<file path="src/rtl/vtisa_bus_pkg.sv">
// Shared types and constants for the external memory bus sequencer.
package vtisa_bus_pkg;

  typedef enum logic [1:0] {
    IDLE = 2'd0,
    ADDR = 2'd1,
    WAIT = 2'd2,
    DATA = 2'd3
  } bus_state_e;

  localparam logic REQ_IF     = 1'b0;
  localparam logic REQ_D      = 1'b1;

  localparam logic ADDR_PHASE = 1'b1;
  localparam logic SEL_ROM    = 1'b0;
  localparam logic SEL_RAM    = 1'b1;

  // Pad select for a given requester id.
  function automatic logic bus_sel(input logic req_id);
    return (req_id == REQ_D) ? SEL_RAM : SEL_ROM;
  endfunction

endpackage

</file>
<file path="src/rtl/mem_rr_arb.sv">
// Two-way round-robin arbiter; bit REQ_IF is fetch, bit REQ_D is data.
module mem_rr_arb
  import vtisa_bus_pkg::*;
(
  input  logic       clk,
  input  logic       rst_n,
  input  logic [1:0] req_i,
  input  logic [1:0] mask_i,
  input  logic       accept_i,
  output logic       gnt_valid_o,
  output logic       gnt_id_o
);

  logic       last_q;
  logic       last_d;
  logic [1:0] elig_s;

  // Grant selection and pointer next-state
  always_comb begin
    elig_s      = req_i & ~mask_i;
    gnt_valid_o = |elig_s;
    if (elig_s == 2'b11) begin
      gnt_id_o = ~last_q;
    end else if (elig_s[REQ_D]) begin
      gnt_id_o = REQ_D;
    end else begin
      gnt_id_o = REQ_IF;
    end
    if (accept_i && gnt_valid_o) begin
      last_d = gnt_id_o;
    end else begin
      last_d = last_q;
    end
  end

  // Last-grant pointer; starts at fetch so data wins the first tie
  always_ff @(posedge clk or negedge rst_n) begin
    if (!rst_n) begin
      last_q <= REQ_IF;
    end else begin
      last_q <= last_d;
    end
  end

endmodule

</file>
<file path="src/rtl/mem_bus_ctrl.sv">
// External 8-bit memory bus sequencer: address phase, optional wait states,
// data phase, with round-robin sharing between fetch and data requesters.
module mem_bus_ctrl
  import vtisa_bus_pkg::*;
#(
  parameter int ADDR_W      = 8,
  parameter int WAIT_CYCLES = 0
) (
  input  logic              clk,
  input  logic              rst_n,
  input  logic              if_req,
  input  logic [ADDR_W-1:0] if_addr,
  output logic              if_done,
  output logic [7:0]        if_rdata,
  input  logic              d_req,
  input  logic              d_we,
  input  logic [ADDR_W-1:0] d_addr,
  input  logic [7:0]        d_wdata,
  output logic              d_done,
  output logic [7:0]        d_rdata,
  input  logic [7:0]        bus_in,
  output logic [7:0]        bus_out,
  output logic              bus_addr_data,
  output logic              bus_rom_ram,
  output logic              bus_we
);

  localparam logic       HAS_WAIT  = (WAIT_CYCLES > 0);
  localparam logic [3:0] WAIT_LOAD = HAS_WAIT ? 4'(WAIT_CYCLES - 1) : 4'd0;

  bus_state_e        state_q, state_d;
  logic              gnt_q, gnt_d;
  logic [ADDR_W-1:0] addr_q, addr_d;
  logic              we_q, we_d;
  logic [7:0]        wdata_q, wdata_d;
  logic [3:0]        wcnt_q, wcnt_d;
  logic              if_done_q, if_done_d;
  logic              d_done_q, d_done_d;
  logic [7:0]        if_rdata_q, if_rdata_d;
  logic [7:0]        d_rdata_q, d_rdata_d;
  logic [7:0]        bus_out_q, bus_out_d;
  logic              bus_ad_q, bus_ad_d;
  logic              bus_rr_q, bus_rr_d;
  logic              bus_we_q, bus_we_d;

  logic              gnt_valid_s;
  logic              gnt_id_s;

  // A requester is masked while its done pulse is showing
  mem_rr_arb u_arb (
    .clk         (clk),
    .rst_n       (rst_n),
    .req_i       ({d_req, if_req}),
    .mask_i      ({d_done_q, if_done_q}),
    .accept_i    (state_q == IDLE),
    .gnt_valid_o (gnt_valid_s),
    .gnt_id_o    (gnt_id_s)
  );

  // State register
  always_ff @(posedge clk or negedge rst_n) begin
    if (!rst_n) begin
      state_q <= IDLE;
    end else begin
      state_q <= state_d;
    end
  end

  // Next-state logic
  always_comb begin
    state_d = state_q;
    case (state_q)
      IDLE: begin
        if (gnt_valid_s) state_d = ADDR;
        else             state_d = IDLE;
      end
      ADDR: begin
        if (HAS_WAIT) state_d = WAIT;
        else          state_d = DATA;
      end
      WAIT: begin
        if (wcnt_q == 4'd0) state_d = DATA;
        else                state_d = WAIT;
      end
      DATA:    state_d = IDLE;
      default: state_d = IDLE;
    endcase
  end

  // Request latch, wait counter, done pulses and read capture
  always_comb begin
    gnt_d      = gnt_q;
    addr_d     = addr_q;
    we_d       = we_q;
    wdata_d    = wdata_q;
    wcnt_d     = wcnt_q;
    if_done_d  = 1'b0;
    d_done_d   = 1'b0;
    if_rdata_d = if_rdata_q;
    d_rdata_d  = d_rdata_q;
    case (state_q)
      IDLE: begin
        if (gnt_valid_s && (gnt_id_s == REQ_D)) begin
          gnt_d   = REQ_D;
          addr_d  = d_addr;
          we_d    = d_we;
          wdata_d = d_wdata;
        end else if (gnt_valid_s) begin
          gnt_d   = REQ_IF;
          addr_d  = if_addr;
          we_d    = 1'b0;
          wdata_d = 8'h00;
        end else begin
          gnt_d   = gnt_q;
        end
      end
      ADDR: wcnt_d = WAIT_LOAD;
      WAIT: begin
        if (wcnt_q != 4'd0) wcnt_d = wcnt_q - 4'd1;
        else                wcnt_d = wcnt_q;
      end
      DATA: begin
        if (gnt_q == REQ_D) begin
          d_done_d = 1'b1;
          if (!we_q) d_rdata_d = bus_in;
          else       d_rdata_d = d_rdata_q;
        end else begin
          if_done_d  = 1'b1;
          if_rdata_d = bus_in;
        end
      end
      default: wcnt_d = wcnt_q;
    endcase
  end

  // Pad values for the upcoming state, so the pads come straight from flops
  always_comb begin
    bus_out_d = 8'h00;
    bus_ad_d  = ~ADDR_PHASE;
    bus_rr_d  = SEL_ROM;
    bus_we_d  = 1'b0;
    case (state_d)
      ADDR: begin
        bus_out_d = addr_d;
        bus_ad_d  = ADDR_PHASE;
        bus_rr_d  = bus_sel(gnt_d);
      end
      WAIT: begin
        bus_out_d = addr_d;
        bus_rr_d  = bus_sel(gnt_d);
      end
      DATA: begin
        bus_out_d = we_d ? wdata_d : 8'h00;
        bus_rr_d  = bus_sel(gnt_d);
        bus_we_d  = we_d;
      end
      IDLE:    bus_out_d = 8'h00;
      default: bus_out_d = 8'h00;
    endcase
  end

  // Datapath and output registers
  always_ff @(posedge clk or negedge rst_n) begin
    if (!rst_n) begin
      gnt_q      <= REQ_IF;
      addr_q     <= '0;
      we_q       <= 1'b0;
      wdata_q    <= 8'h00;
      wcnt_q     <= 4'd0;
      if_done_q  <= 1'b0;
      d_done_q   <= 1'b0;
      if_rdata_q <= 8'h00;
      d_rdata_q  <= 8'h00;
      bus_out_q  <= 8'h00;
      bus_ad_q   <= 1'b0;
      bus_rr_q   <= 1'b0;
      bus_we_q   <= 1'b0;
    end else begin
      gnt_q      <= gnt_d;
      addr_q     <= addr_d;
      we_q       <= we_d;
      wdata_q    <= wdata_d;
      wcnt_q     <= wcnt_d;
      if_done_q  <= if_done_d;
      d_done_q   <= d_done_d;
      if_rdata_q <= if_rdata_d;
      d_rdata_q  <= d_rdata_d;
      bus_out_q  <= bus_out_d;
      bus_ad_q   <= bus_ad_d;
      bus_rr_q   <= bus_rr_d;
      bus_we_q   <= bus_we_d;
    end
  end

  assign if_done       = if_done_q;
  assign if_rdata      = if_rdata_q;
  assign d_done        = d_done_q;
  assign d_rdata       = d_rdata_q;
  assign bus_out       = bus_out_q;
  assign bus_addr_data = bus_ad_q;
  assign bus_rom_ram   = bus_rr_q;
  assign bus_we        = bus_we_q;

endmodule

</file>
<file path="config.mk">
export PLATFORM = sky130hd
export DESIGN_NAME = mem_bus_ctrl
export DESIGN_NICKNAME = d
export VERILOG_FILES = /design/src/rtl/vtisa_bus_pkg.sv /design/src/rtl/mem_rr_arb.sv /design/src/rtl/mem_bus_ctrl.sv
export SDC_FILE = /design/constraint.sdc
export NUM_CORES = 1
export LEC_CHECK = 0
export ABC_AREA = 0
export BUFFER_PORTS_ARGS = -buffer_cell sky130_fd_sc_hd__buf_2
export CAP_MARGIN = 20
export CORE_MARGIN = 5
export CORE_UTILIZATION = 27
export CTS_CLUSTER_DIAMETER = 50
export DETAILED_ROUTE_END_ITERATION = 7
export GPL_TIMING_DRIVEN = 0
export SYNTH_ARGS = -nofsm -noshare
export SYNTH_HDL_FRONTEND = slang
export SYNTH_SLANG_ARGS = --single-unit
</file>
<file path="constraint.sdc">
create_clock -name clk -period 3.1 [get_ports clk]
set_input_delay 0.62 -clock clk [delete_from_list [all_inputs] [get_ports clk]]
set_output_delay 0.62 -clock clk [all_outputs]
set_load 0.01 [all_outputs]
</file>
; ---- Word level (Yosys, flattened, before mapping)
; Index checks and enable logic that the tools add are counted.
[totals]
ff_bits = 54
in_bits = 37
output_inout_bits = 29
elab_cells = 71
[classes]
n_addsub = 1
eq_ne = 8
muxes = 29
n_bitwise = 5
reduce_logical = 13
[op_table]
columns = cell, n
row1 = 2-to-1 mux 8 bit, 7
row2 = one-hot mux 8 bit (3 select lines), 1
row3 = 2-to-1 mux 1 bit, 18
row4 = equality test 2 bit (second input constant), 5
row5 = one-hot mux 2 bit (4 select lines), 1
row6 = one-hot mux 4 bit (2 select lines), 1
row7 = equality test 2 x 1 -> 1 bit (second input constant), 2
row8 = logical NOT 2 bit, 2
row9 = logical NOT 4 bit, 1
row10 = 2-to-1 mux 4 bit, 1
row11 = AND reduction 2 bit, 2
row12 = nonzero test 4 bit, 1
row13 = OR reduction 2 bit, 2
row14 = subtractor 4 x 1 -> 4 bit (second input constant), 1
row15 = inverter 1 bit, 3
row16 = AND reduction 3 bit, 1
row17 = OR reduction 3 bit, 1
row18 = AND 2 bit, 1
row19 = logical AND 1 bit, 2
row20 = != test 2 bit (second input constant), 1
row21 = inverter 2 bit, 1
row22 = nonzero test 2 bit, 1

; ---- Logic depth before layout (Yosys ltp)
[depth]
word_depth = 9
mapped_depth = 11

; ---- Hierarchy
; A second synthesis with hierarchy kept.
[unflattened]
cells_unflattened = 200
hier_area_um2 = 2462.4
[modules_own_cells]
columns = mod, instances, cells_each, area_each_um2
row1 = mem_bus_ctrl, 1, 191, 2374.8
row2 = mem_rr_arb, 1, 9, 87.6

; ---- Least setup slack after synthesis
; Ideal clock, no wire load.
[synth_timing]
path_type = reg2reg
from = register state_q[0]
to = register bus_out_q[0], in the netlist bus_out[0]
arrival_ns = 2.292
t_required_ns = 2.979
setup_slack_ns = 0.687
stages_incl_launch_ff = 11
n_path_buf = 1
synth_period_minus_slack_ns = 2.413
cell_sequence = dfrtp_1 inv_1 ha_1 nor4bb_1 nand2_1 and3_1 ha_1 clkbuf_1 inv_1 a41o_4 a22o_1
[synth_via]
elab_chain_cells = 5
word_cells_on_any_way = 15
[synth_lines]
columns = item, line
row1 = "start, declared", mem_bus_ctrl.sv:31  ; bus_state_e state_q, state_d;
row2 = "start signal, assigned", mem_bus_ctrl.sv:65  ; state_q <= state_d;
row3 = equality test 2 bit (tied with other cells), mem_bus_ctrl.sv:72  ; case (state_q)
row4 = one-hot mux 2 bit (4 select lines), mem_bus_ctrl.sv:72
row5 = equality test 2 bit or equality test 2 x 1 -> 1 bit (tied branches), mem_bus_ctrl.sv:142  ; case (state_d)
row6 = OR reduction 2 bit (no line), --
row7 = one-hot mux 8 bit (3 select lines) *, mem_bus_ctrl.sv:142
row8 = via bus_out_d[0], mem_bus_ctrl.sv:41  ; logic [7:0] bus_out_q, bus_out_d;
row9 = "end signal, assigned", mem_bus_ctrl.sv:188  ; bus_out_q <= bus_out_d;
row10 = "end, declared", mem_bus_ctrl.sv:41
; The timed path passes the listed nets; every way through them passes the cells marked *.
; A chain may end at the register's enable or synchronous reset.

; ---- Final worst setup path
[layout_timing]
from = register state_q[0]
to = register bus_out_q[6], in the netlist bus_out[6]
; Same word-level chain as after synthesis.

==> flow_summary.ini <==
[worst_setup_path]
crit_start = state_q[0]
path_class = flip-flop to flip-flop
cp.depth = 10
cp.buffers_inverters = 3
crit_chain = inv_1 -> ha_1 -> nor4bb_1 -> nand2_1 -> and3_1 -> ha_1 -> clkbuf_1 -> inv_1 -> a41o_4 -> a22o_1
regToRegSetupSlack_ps = 290
critPathMaxFanout = 10
start_kind = flip-flop
crit_path_end = bus_out[6]
critPathSlowestCell = nor4bb_1
critPathMaxStageDelay_ps = 440
critPathArrivalTime_ps = 3000
critical_path.endpoint_type = flip-flop
reg2reg_to = bus_out[6]
reg2reg_depth = 10
cp_top_family = simple AND/OR/NAND/NOR gates
r2r-start = state_q[0]
critPathRequiredTime_ps = 3290

[routing]
firstDrtPassIters = 2
vias = 1630
vias_per_cell = 4.52
ant_nets = 0
wl_per_cell_um = 14.4
wl_um = 5190
remaining_drc_errors = 0
drtIter0Drc = 20

[die]
rows = 34
dieArea_sq_um = 10700
die_h_um = 103
ios = 66
initial_core_util_pct = 27.4
coreArea_sq_um = 8590
fp.dieW_um = 103

[clock_network]
htree_levels = 2
cts.sink_count = 54
cts_buffers = 5
max-clock-path-buffers = 2
post_cts_buffers = 0
tritoncts = yes
cts-hold-fix-buffers = 0
clk_pin_slew_ps = 90
clock_latency_ps = 300
root_buffer = clkbuf_8
cts_resized = 0

[pwr]
max-vdd-ir-drop_mv = 0.448
switchingPower_w = 0.00116
p_int_w = 0.00198
seq_power_share_pct = 38.1
combPwrFrac_pct = 47.9
power_leakage_nw = 1.45
p_per_area_nw_per_um2 = 1070
p_sw_share_pct = 36.9
pwr-share-clk_pct = 14.0

[timing]
rsz0062_at_grt = false
fin_crit_sh_pct = 90.7
post-route-min-period_ps = 2810
tightest_slew_ps = 537
hold_viol = 0
slew_headroom_pct = 64.2
timing.hold.ws_ps = 293
timing.fmax_mhz = 356
tns_ps = 0
drv_slew = 0
clock_skew_ps = 7.14
setup_viol = 0
setup_ws_ps = 289

[logic_synthesis]
synth_top_family_by_area = compound AO/OA/AOI/OAI gates
netlist_instances = 179
synth_fa_ha_area_share_pct = 4.26
synth_cell_types = 34
synth_nets = 224
yosysWarnings = 0
syn_avg_cell_area_sq_um = 13.1
ys_seq_area_share_pct = 57.4
synth.area.mux_share_pct = 7.66
synth_compound_area_share_pct = 14.3
synth-xor-area-share_pct = 0
ys_seq_elements = 54
synthesis.area_sq_um = 2350
synth-simple-area-share_pct = 11.7

[global_route]
gr-usage-all-layers_pct = 10.3
grt_pass1_vias = 1662
grt_max_degree = 34
antenna_found_initial = 0
grt_pass1_wl_um = 8430
overflow = 0

[final_layout]
antenna_cells = 0
final_area_sq_um = 2940
final_cell_mix = 68 x buf_2, 54 x dfrtp_1, 17 x nor3_1, 17 x a22o_1, 16 x inv_1
drive_above_1_share_pct = 42.3
layout_commonest_cell = buf_2
final_cell_count_no_fill = 361
syn2layout_area_growth_pct = 25.1
final_nets = 297

[place]
place_hpwl_um = 3960
gp_congestion = 0.719
pre_cts_ws_ps = 243
dpl-instance-area_sq_um = 2830
port_buffers = 65
placed_cells = 353

[run_status]
status = finished clean

[min_path]
hold_path_class = input port to async pin

[flow_run]
drv_cap = 0
## registers in the layout, indices dropped and copies added, names as in the netlist, 2 cells and up
register,cells
wdata_q,8
state_q,2
d_rdata,8
if_rdata,8
bus_out,8
wcnt_q,4
addr_q,8
## cell families after synthesis
| logic type | Yosys count |
|---|---|
| AO/OA/AOI/OAI | 36 |
| adder cells (fa/ha/maj) | 8 |
| buffers and inverters | 23 |
| AND/OR/NAND/NOR | 42 |
| multiplexers | 16 |
| flip-flops | 54 |
## power groups by stage
stage	registers, W	clock network [W]	logic (W)
floorplan	0.00128	0	0.000968
global placement	0.00120	0	0.00151
detailed placement	0.00121	0	0.00153
CTS	0.00120	0.000462	0.00154
global route	0.00123	0.000491	0.00169
finish	0.00120	0.000439	0.00150
## worst min path at each step
stage	slack, ps	startpoint	depth (start not counted)	end
floorplan	320	rst_n	0	addr_q[0]
global placement	470	d_rdata[2]	1	d_rdata[2]
detailed placement	480	d_rdata[2]	1	d_rdata[2]
CTS	300	rst_n	1	addr_q[7]
global route	330	rst_n	1	addr_q[7]
finish	290	rst_n	1	bus_out[4]
## synthesized netlist by cell type (all sizes together)
master	instances	share of area, %
nor2b	4	1.4
or3	1	0.27
nand3b	2	1.2
and3	1	0.27
o21ai	6	1.4
o31ai	1	0.32
a22o	17	6.3
ha	8	4.3
a21o	2	0.64
nor4bb	1	0.43
nor3b	2	1.1
a41o	1	0.90
nand2b	3	0.80
inv	16	2.6
nor4	1	0.53
buf	6	1.9
a211oi	8	4.3
and2	2	0.53
nand2	5	0.80
mux2	16	7.7
and3b	1	0.37
nor3	17	3.6
dfrtp	54	57
a32o	1	0.43
clkbuf	1	0.16
nor2	2	0.43
## stage by stage
step / power, W / util (%)
2_1_floorplan: 0.00225 / -
3_3_place_gp: 0.00271 / 32.7
3_5_place_dp: 0.00275 / 33.0
4_1_cts: 0.00321 / 34.2
5_1_grt: 0.00342 / 34.2
6_report: 0.00314 / 34.2
## cell type report
| type | instances | area (sq um) |
|---|---|---|
| fill | 890 | 5650 |
| clock buffer | 8 | 110 |
| tap | 108 | 135 |
| multi-input combinational | 102 | 892 |
| buffer | 7 | 48.8 |
| sequential | 54 | 1350 |
| inverter | 16 | 60.1 |
| timing repair buffer | 66 | 345 |
## metal layers
layer  track usage (%)  routed length [um]
met4              3.59                  67
met5                 0                   0
met3              2.82                 391
met1              13.2                2240
met2              16.9                2490
(Power assumes the default switching activity.)
